### config.mk
export PLATFORM = sky130hd
export DESIGN_NAME = video_timing_generator
export DESIGN_NICKNAME = d
export VERILOG_FILES = /design/src/rtl/video_timing_generator.sv
export SDC_FILE = /design/constraint.sdc
export NUM_CORES = 1
export LEC_CHECK = 0
export CORE_MARGIN = 4
export CORE_UTILIZATION = 45
export DETAILED_ROUTE_END_ITERATION = 12
export PLACE_DENSITY = 0.69
export SYNTH_ARGS = -nofsm -noshare
export SYNTH_HDL_FRONTEND = slang
export SYNTH_SLANG_ARGS = --single-unit
### constraint.sdc
create_clock -name CLK_14M -period 5.89 [get_ports CLK_14M]
set_input_delay 1.178 -clock CLK_14M [delete_from_list [all_inputs] [get_ports CLK_14M]]
set_output_delay 1.178 -clock CLK_14M [all_outputs]
set_load 0.02 [all_outputs]
### src/rtl/video_timing_generator.sv
`default_nettype none
// ============================================================================
// Module      : video_timing_generator
// Description : Apple II/e master video timing chain on the 14.31818 MHz clock:
//               CPU phase, dot clock, H/V counters, blanking, sync and flash.
// Revision    : 1.0 - initial release
// ============================================================================
module video_timing_generator #(
    parameter logic [6:0] H_VIS_START = 7'h58,
    parameter logic [6:0] HS_START    = 7'h48,
    parameter logic [8:0] VS_START    = 9'h1E0,
    parameter int         FLASH_DIV   = 16
) (
    input  logic       CLK_14M,
    input  logic       reset,
    output logic       CLK_7M,
    output logic       PHI0,
    output logic       CPU_EN,
    output logic       LDPS_N,
    output logic [6:0] H,
    output logic [8:0] V,
    output logic       SEGA,
    output logic       SEGB,
    output logic       SEGC,
    output logic       HBL,
    output logic       VBL,
    output logic       WNDW_N,
    output logic       HSYNC,
    output logic       VSYNC,
    output logic       FLASH_CLK
);

    localparam int               c_F_W         = (FLASH_DIV > 1) ? $clog2(FLASH_DIV) : 1;
    localparam logic [c_F_W-1:0] c_F_LAST      = c_F_W'(FLASH_DIV - 1);
    localparam logic [3:0]       c_P_LAST      = 4'd13;
    localparam logic [3:0]       c_P_LAST_LONG = 4'd15;
    localparam logic [6:0]       c_H_LONG      = 7'h40;
    localparam logic [6:0]       c_H_LAST      = 7'h7F;
    localparam logic [8:0]       c_V_FIRST     = 9'h0FA;
    localparam logic [8:0]       c_V_LAST      = 9'h1FF;
    localparam logic [8:0]       c_V_VIS_START = 9'h100;
    localparam logic [8:0]       c_V_VIS_END   = 9'h1C0;

    logic [3:0]       p_q,     p_d;
    logic [6:0]       h_q,     h_d;
    logic [8:0]       v_q,     v_d;
    logic [c_F_W-1:0] f_q,     f_d;
    logic             flash_q, flash_d;

    logic w_long;
    logic w_cyc_end;
    logic w_line_end;
    logic w_frame_end;
    logic w_hbl;
    logic w_vbl;

    // The H=0x40 cycle is stretched by two clocks to make the line 912 clocks.
    always_comb begin
        w_long      = (h_q == c_H_LONG);
        w_cyc_end   = (p_q == (w_long ? c_P_LAST_LONG : c_P_LAST));
        w_line_end  = w_cyc_end && (h_q == c_H_LAST);
        w_frame_end = w_line_end && (v_q == c_V_LAST);

        p_d = w_cyc_end ? 4'd0 : p_q + 4'd1;

        h_d = h_q;
        if (w_cyc_end) begin
            if (h_q == 7'h00) begin
                h_d = c_H_LONG;
            end else if (h_q == c_H_LAST) begin
                h_d = 7'h00;
            end else begin
                h_d = h_q + 7'd1;
            end
        end

        v_d = v_q;
        if (w_line_end) begin
            v_d = (v_q == c_V_LAST) ? c_V_FIRST : v_q + 9'd1;
        end

        f_d     = f_q;
        flash_d = flash_q;
        if (w_frame_end) begin
            if (f_q == c_F_LAST) begin
                f_d     = '0;
                flash_d = ~flash_q;
            end else begin
                f_d = f_q + 1'b1;
            end
        end
    end

    always_ff @(posedge CLK_14M) begin
        if (reset) begin
            p_q     <= 4'd0;
            h_q     <= 7'h00;
            v_q     <= c_V_FIRST;
            f_q     <= '0;
            flash_q <= 1'b0;
        end else begin
            p_q     <= p_d;
            h_q     <= h_d;
            v_q     <= v_d;
            f_q     <= f_d;
            flash_q <= flash_d;
        end
    end

    // Decodes come straight from the counter flops so they move in the same clock as H/V.
    always_comb begin
        w_hbl     = (h_q < H_VIS_START);
        w_vbl     = (v_q < c_V_VIS_START) || (v_q >= c_V_VIS_END);
        CLK_7M    = p_q[0];
        PHI0      = (p_q >= 4'd7);
        CPU_EN    = w_cyc_end;
        LDPS_N    = !((p_q == 4'd12) || (p_q == 4'd13));
        H         = h_q;
        V         = v_q;
        SEGA      = v_q[0];
        SEGB      = v_q[1];
        SEGC      = v_q[2];
        HBL       = w_hbl;
        VBL       = w_vbl;
        WNDW_N    = w_hbl || w_vbl;
        HSYNC     = (h_q >= HS_START) && (h_q < HS_START + 7'd4);
        VSYNC     = (v_q >= VS_START) && (v_q < VS_START + 9'd4);
        FLASH_CLK = flash_q;
    end

endmodule
`default_nettype wire

# --- Yosys cells after proc, flatten, opt, wreduce, memory -nomap -nowiden ---
# Cells that the tools add are included.
# Widths: inputs -> output; s select.
word_totals:
  word_cells: 41
  reg_bits: 25
  out_inout_bits: 29
op_classes:
  n_reduce_logical: 11
  muxes: 5
  magnitude_cmp: 8
  bitwise: 1
  eq_ne: 7
  addsub: 4
ops:
  columns: ["op", "count"]
  rows:
  - ["$ge 9x9->1 const B", 2]
  - ["$lt 9x9->1 const B", 2]
  - ["$eq 7x7->1 const B", 2]
  - ["$lt 7x7->1 const B", 2]
  - ["$mux 7", 2]
  - ["$eq 4x4->1 const B", 3]
  - ["$add 9x1->9 const B", 1]
  - ["$eq 9x9->1 const B", 1]
  - ["$mux 9", 1]
  - ["$add 4x1->4 const B", 2]
  - ["$add 7x1->7 const B", 1]
  - ["$ge 7x7->1 const B", 1]
  - ["$logic_not 7->1", 1]
  - ["$eq 4x4->1", 1]
  - ["$ge 4x3->1 const B", 1]
  - ["$logic_and 1x1->1", 4]
  - ["$mux 4", 1]
  - ["$logic_or 1x1->1", 3]
  - ["$mux 2", 1]
  - ["$reduce_and 2->1", 1]
  - ["$reduce_or 2->1", 1]
  - ["$logic_not 1->1", 1]
  - ["$not 1->1", 1]

# --- Depth between registers and ports, before layout ---
depth:
  ltp_word: 6
  depth_mapped: 8

# --- Worst setup path after synthesis ---
# Ideal clock, no wire load.
synth_path:
  kind: "register -> output"
  from: "reg h_q[0], in the netlist H[0]"
  to: "out CPU_EN"
  setup_slack_ns: 3.114
  path_buffers: 0
  required_time_ns: 4.712
  path_stages_with_launch: 6
  arrival_ns: 1.598
  path_cell_list: "dfxtp_1 > inv_1 > ha_1 > nor4b_1 > a31oi_1 > nor2_2"
synth_via:
  elab_chain_cells: 3
synth_lines:
  columns: ["element", "line_no", "source"]
  rows:
  - ["start, declared", "45", "logic [6:0] h_q, h_d;"]
  - ["start signal, assigned", "97", "h_q <= 7'h00;"]
  - ["start signal, assigned", "103", "h_q <= h_d;"]
  - ["$eq 7x7->1", "59", "w_long = (h_q == c_H_LONG);"]
  - ["$mux 2", "60", "w_cyc_end = (p_q == (w_long ? c_P_LAST_LONG : c_P_LAST));"]
  - ["$eq 4x4->1", "60", null]
  - ["end, declared", "18", "output logic CPU_EN,"]
# No other way between the ends.

# --- Worst setup path after layout ---
layout_path:
  from: "reg h_q[1], in the netlist H[1]"
  to: "out CPU_EN"
# Same word-level chain as after synthesis.

==> impl_metrics.ini <==
[cells_and_area]
layout-area-overhead-vs-synth_pct = 23.92
instances_no_fill = 235
fillers = 284
insertedDiodeCount = 0
drive_gt1_share_pct = 7.853
regArea_sq_um = 500.5
multi_input_comb_area_sq_um = 844.6
nNetsFinal = 203

[synthesis]
yosysMostFrequentCell = dfxtp_1
yosys_warnings = 0
synth_edf_count = 0
syn_area_per_cell_sq_um = 8.592
synth_ff_type = dfxtp_1
async_flop_share_pct = 0
ys_types = 43
syn_area_sq_um = 1418
netlist.area_leader.share_pct = 35.30
syn_nets = 176
synth_largest_area_cell = dfxtp_1
ys_ff_latch = 25
ys_top_cells_by_area = dfxtp_1, ha_1, a21oi_1, a21o_1, nor3_1
synth.top_cells.by_count = dfxtp_1, a21oi_1, nor3_1, ha_1, nor2_1
syn_inst = 165
yosysSeqAreaShare_pct = 35.30

[grt]
grt_use_met2_pct = 27.35
grt-busiest-layer = met2
grt_pass1_vias = 1225
grt_first_pass_wirelength_microns = 5589
antenna_found_initial = 0
track_usage_pct = 16.46
grt_start_max_net_pins = 27
grt_overflow = 0
met1_usage_pct = 21.14
met3_usage_pct = 2.988

[detailed_routing]
first_pass_iters = 4
dr_total_vias = 1308
wl_per_cell_microns = 13.67
drc = 0
drtIter0Drc = 84
post_drt_via_cell_ratio = 5.566
ant_nets = 0
routed_wirelength_microns = 3212

[job]
drv_cap = 0

[place]
gp_congestion = 0.8837
hpwlAfterDp_microns = 2363
place_ws_ns = 2.441
dp.cells = 231
io_buffers = 30

[worst_setup_path]
path_class = reg2out
start_kind = flip-flop
arrival_ns = 2.69
critPathCaptureType = primary output
max_stage_delay_ns = 0.68
crit_family = simple AND/OR/NAND/NOR gates
cp.required_ns = 4.71
worstPathCellList = inv_1 > ha_1 > nor4b_1 > a31oi_1 > nor2_2 > clkdlybuf4s50_1
cp_slowest_cell = clkdlybuf4s50_1
crit_path_max_fanout = 9
critPathBufInv = 2

[clock_network]
cts_resized = 0
cts_tree = built
root_buffer = clkbuf_4
insertion_delay_ns = 0.32
clockBufferDepth = 2
hold_buffers = 0
numCtsBuffers = 3
postCtsSetupBuffers = 0
cts_num_sinks = 25
htree_levels = 1
cts.clk_slew.worst_paths_ns = 0.13

[sta]
finalCriticalPeriod_ns = 3.865
tns_ns = 0
maxSlewHeadroom_pct = 39.80
worst_slew_pin_slew_ns = 0.9002
max_freq_mhz = 258.7
setup_viol = 0
hold_viol_final = 0
finalCritPeriodShare_pct = 65.62
clock_skew_ns = 0.001781
rsz0062_at_grt = no
setup_ws_ns = 2.025
final_max_slew_viol_count = 0

[pwr]
total_power_w = 0.0002640
leakagePower_nw = 0.6540
power_frac_clock_pct = 29.0
powerDensity_nw_per_um2 = 150.3
p_switching_w = 0.00006132
p_seq_share_pct = 66.0
p_int_w = 0.0002027
p_sw_share_pct = 23.23
ir_worst_vdd_mv = 0.06802
pwr-share-comb_pct = 5.0

[floorplan]
die_h_microns = 64.13
initial_core_util_pct = 46.82
rows = 20
die-area_sq_um = 4112
core_sq_um = 3028
die_x_microns = 64.13
pin_count = 31

[worst_hold_path]
hp-class = reg2reg

[run_status]
outcome = finished clean
## power by group through the flow
stage | combinational [W] | sequential (W) | clock (W)
after floorplan | 0.00000918 | 0.000178 | 0
after detailed placement | 0.0000132 | 0.000178 | 0
after global routing | 0.0000148 | 0.000175 | 0.0000858
after global placement | 0.0000130 | 0.000178 | 0
after CTS | 0.0000132 | 0.000174 | 0.0000806
final | 0.0000131 | 0.000174 | 0.0000767
## registers in the layout, summed over array words and instances, names as in the netlist
signal and flops:
FLASH_CLK 1, H 7, V 9, f_q 4
p_q 4
## metal layers
| metal | routed length [microns] | share of wire [%] | vias up |
|---|---|---|---|
| li1 | - | - | 659 |
| met1 | 1538 | 48 | 619 |
| met2 | 1511 | 47 | 23 |
| met3 | 103 | 3.2 | 7 |
| met4 | 59 | 1.8 | 0 |
| met5 | 0 | 0 | - |
## area by class of cell
class                   count  share of cell area, %
multi-input cells         124                  48.08
repair buffers             30                  17.09
inverters                   8                  1.709
clock buffers               4                  1.496
well taps                  44                  3.134
flip-flops and latches     25                  28.49
## worst paths after layout
| path | cells after the start | slack, ns | from | to |
|---|---|---|---|---|
| worst max-delay path | 6 | 2.02 | H[1] | CPU_EN |
| worst min-delay path | 2 | 0.49 | f_q[1] | f_q[1] |
| worst max register to register | 7 | 3.21 | V[1] | f_q[0] |
| worst min register to register | 2 | 0.49 | f_q[1] | f_q[1] |
## logic make-up after synthesis
| family | Yosys count | share of synthesized area [%] |
|---|---|---|
| flops | 25 | 35.30 |
| compound gates | 44 | 20.74 |
| buf+inv | 16 | 5.118 |
| simple gates | 68 | 28.86 |
| fa+ha+maj | 9 | 7.944 |
| xor+xnor | 2 | 1.236 |
| mux | 1 | 0.7943 |
## worst reg2reg max path: cells and delay by family, from the launching register on
family	cells	cell delay, ns
simple gates	4	1.13
fa+ha+maj	2	0.79
flops	1	0.53
compound gates	1	0.15
## per-stage QoR
step                      area, sq um  utilization, %  hold WS, ns
after floorplan                  1418               -       0.4492
after global placement           1730           57.15       0.4624
after detailed placement         1730           57.15       0.4752
after CTS                        1757           58.02       0.4942
after global routing             1757           58.02       0.5178
final                            1757           58.02       0.4946
## cell usage in the layout, fill, tap and decap left out, types with 2 or more instances in the layout
cell type	Yosys	routed
nand4_1	3	3
nor4b_1	3	3
nand2_1	7	7
and3_1	6	6
nor4_1	2	2
and2_1	2	2
o21bai_1	5	5
inv_1	8	8
nand3_1	7	7
nand2b_1	2	2
o21ai_0	5	5
ha_1	9	9
dfxtp_1	25	25
nand4b_1	3	3
clkdlybuf4s50_1	0	30
a31oi_1	3	3
xnor2_1	2	2
or3_1	4	4
a21o_1	8	8
a31o_2	2	2
clkbuf_4	0	3
nor3_1	10	10
nor2_1	9	9
a21oi_1	14	14
Note: power is estimated with default switching activity, not from simulation.
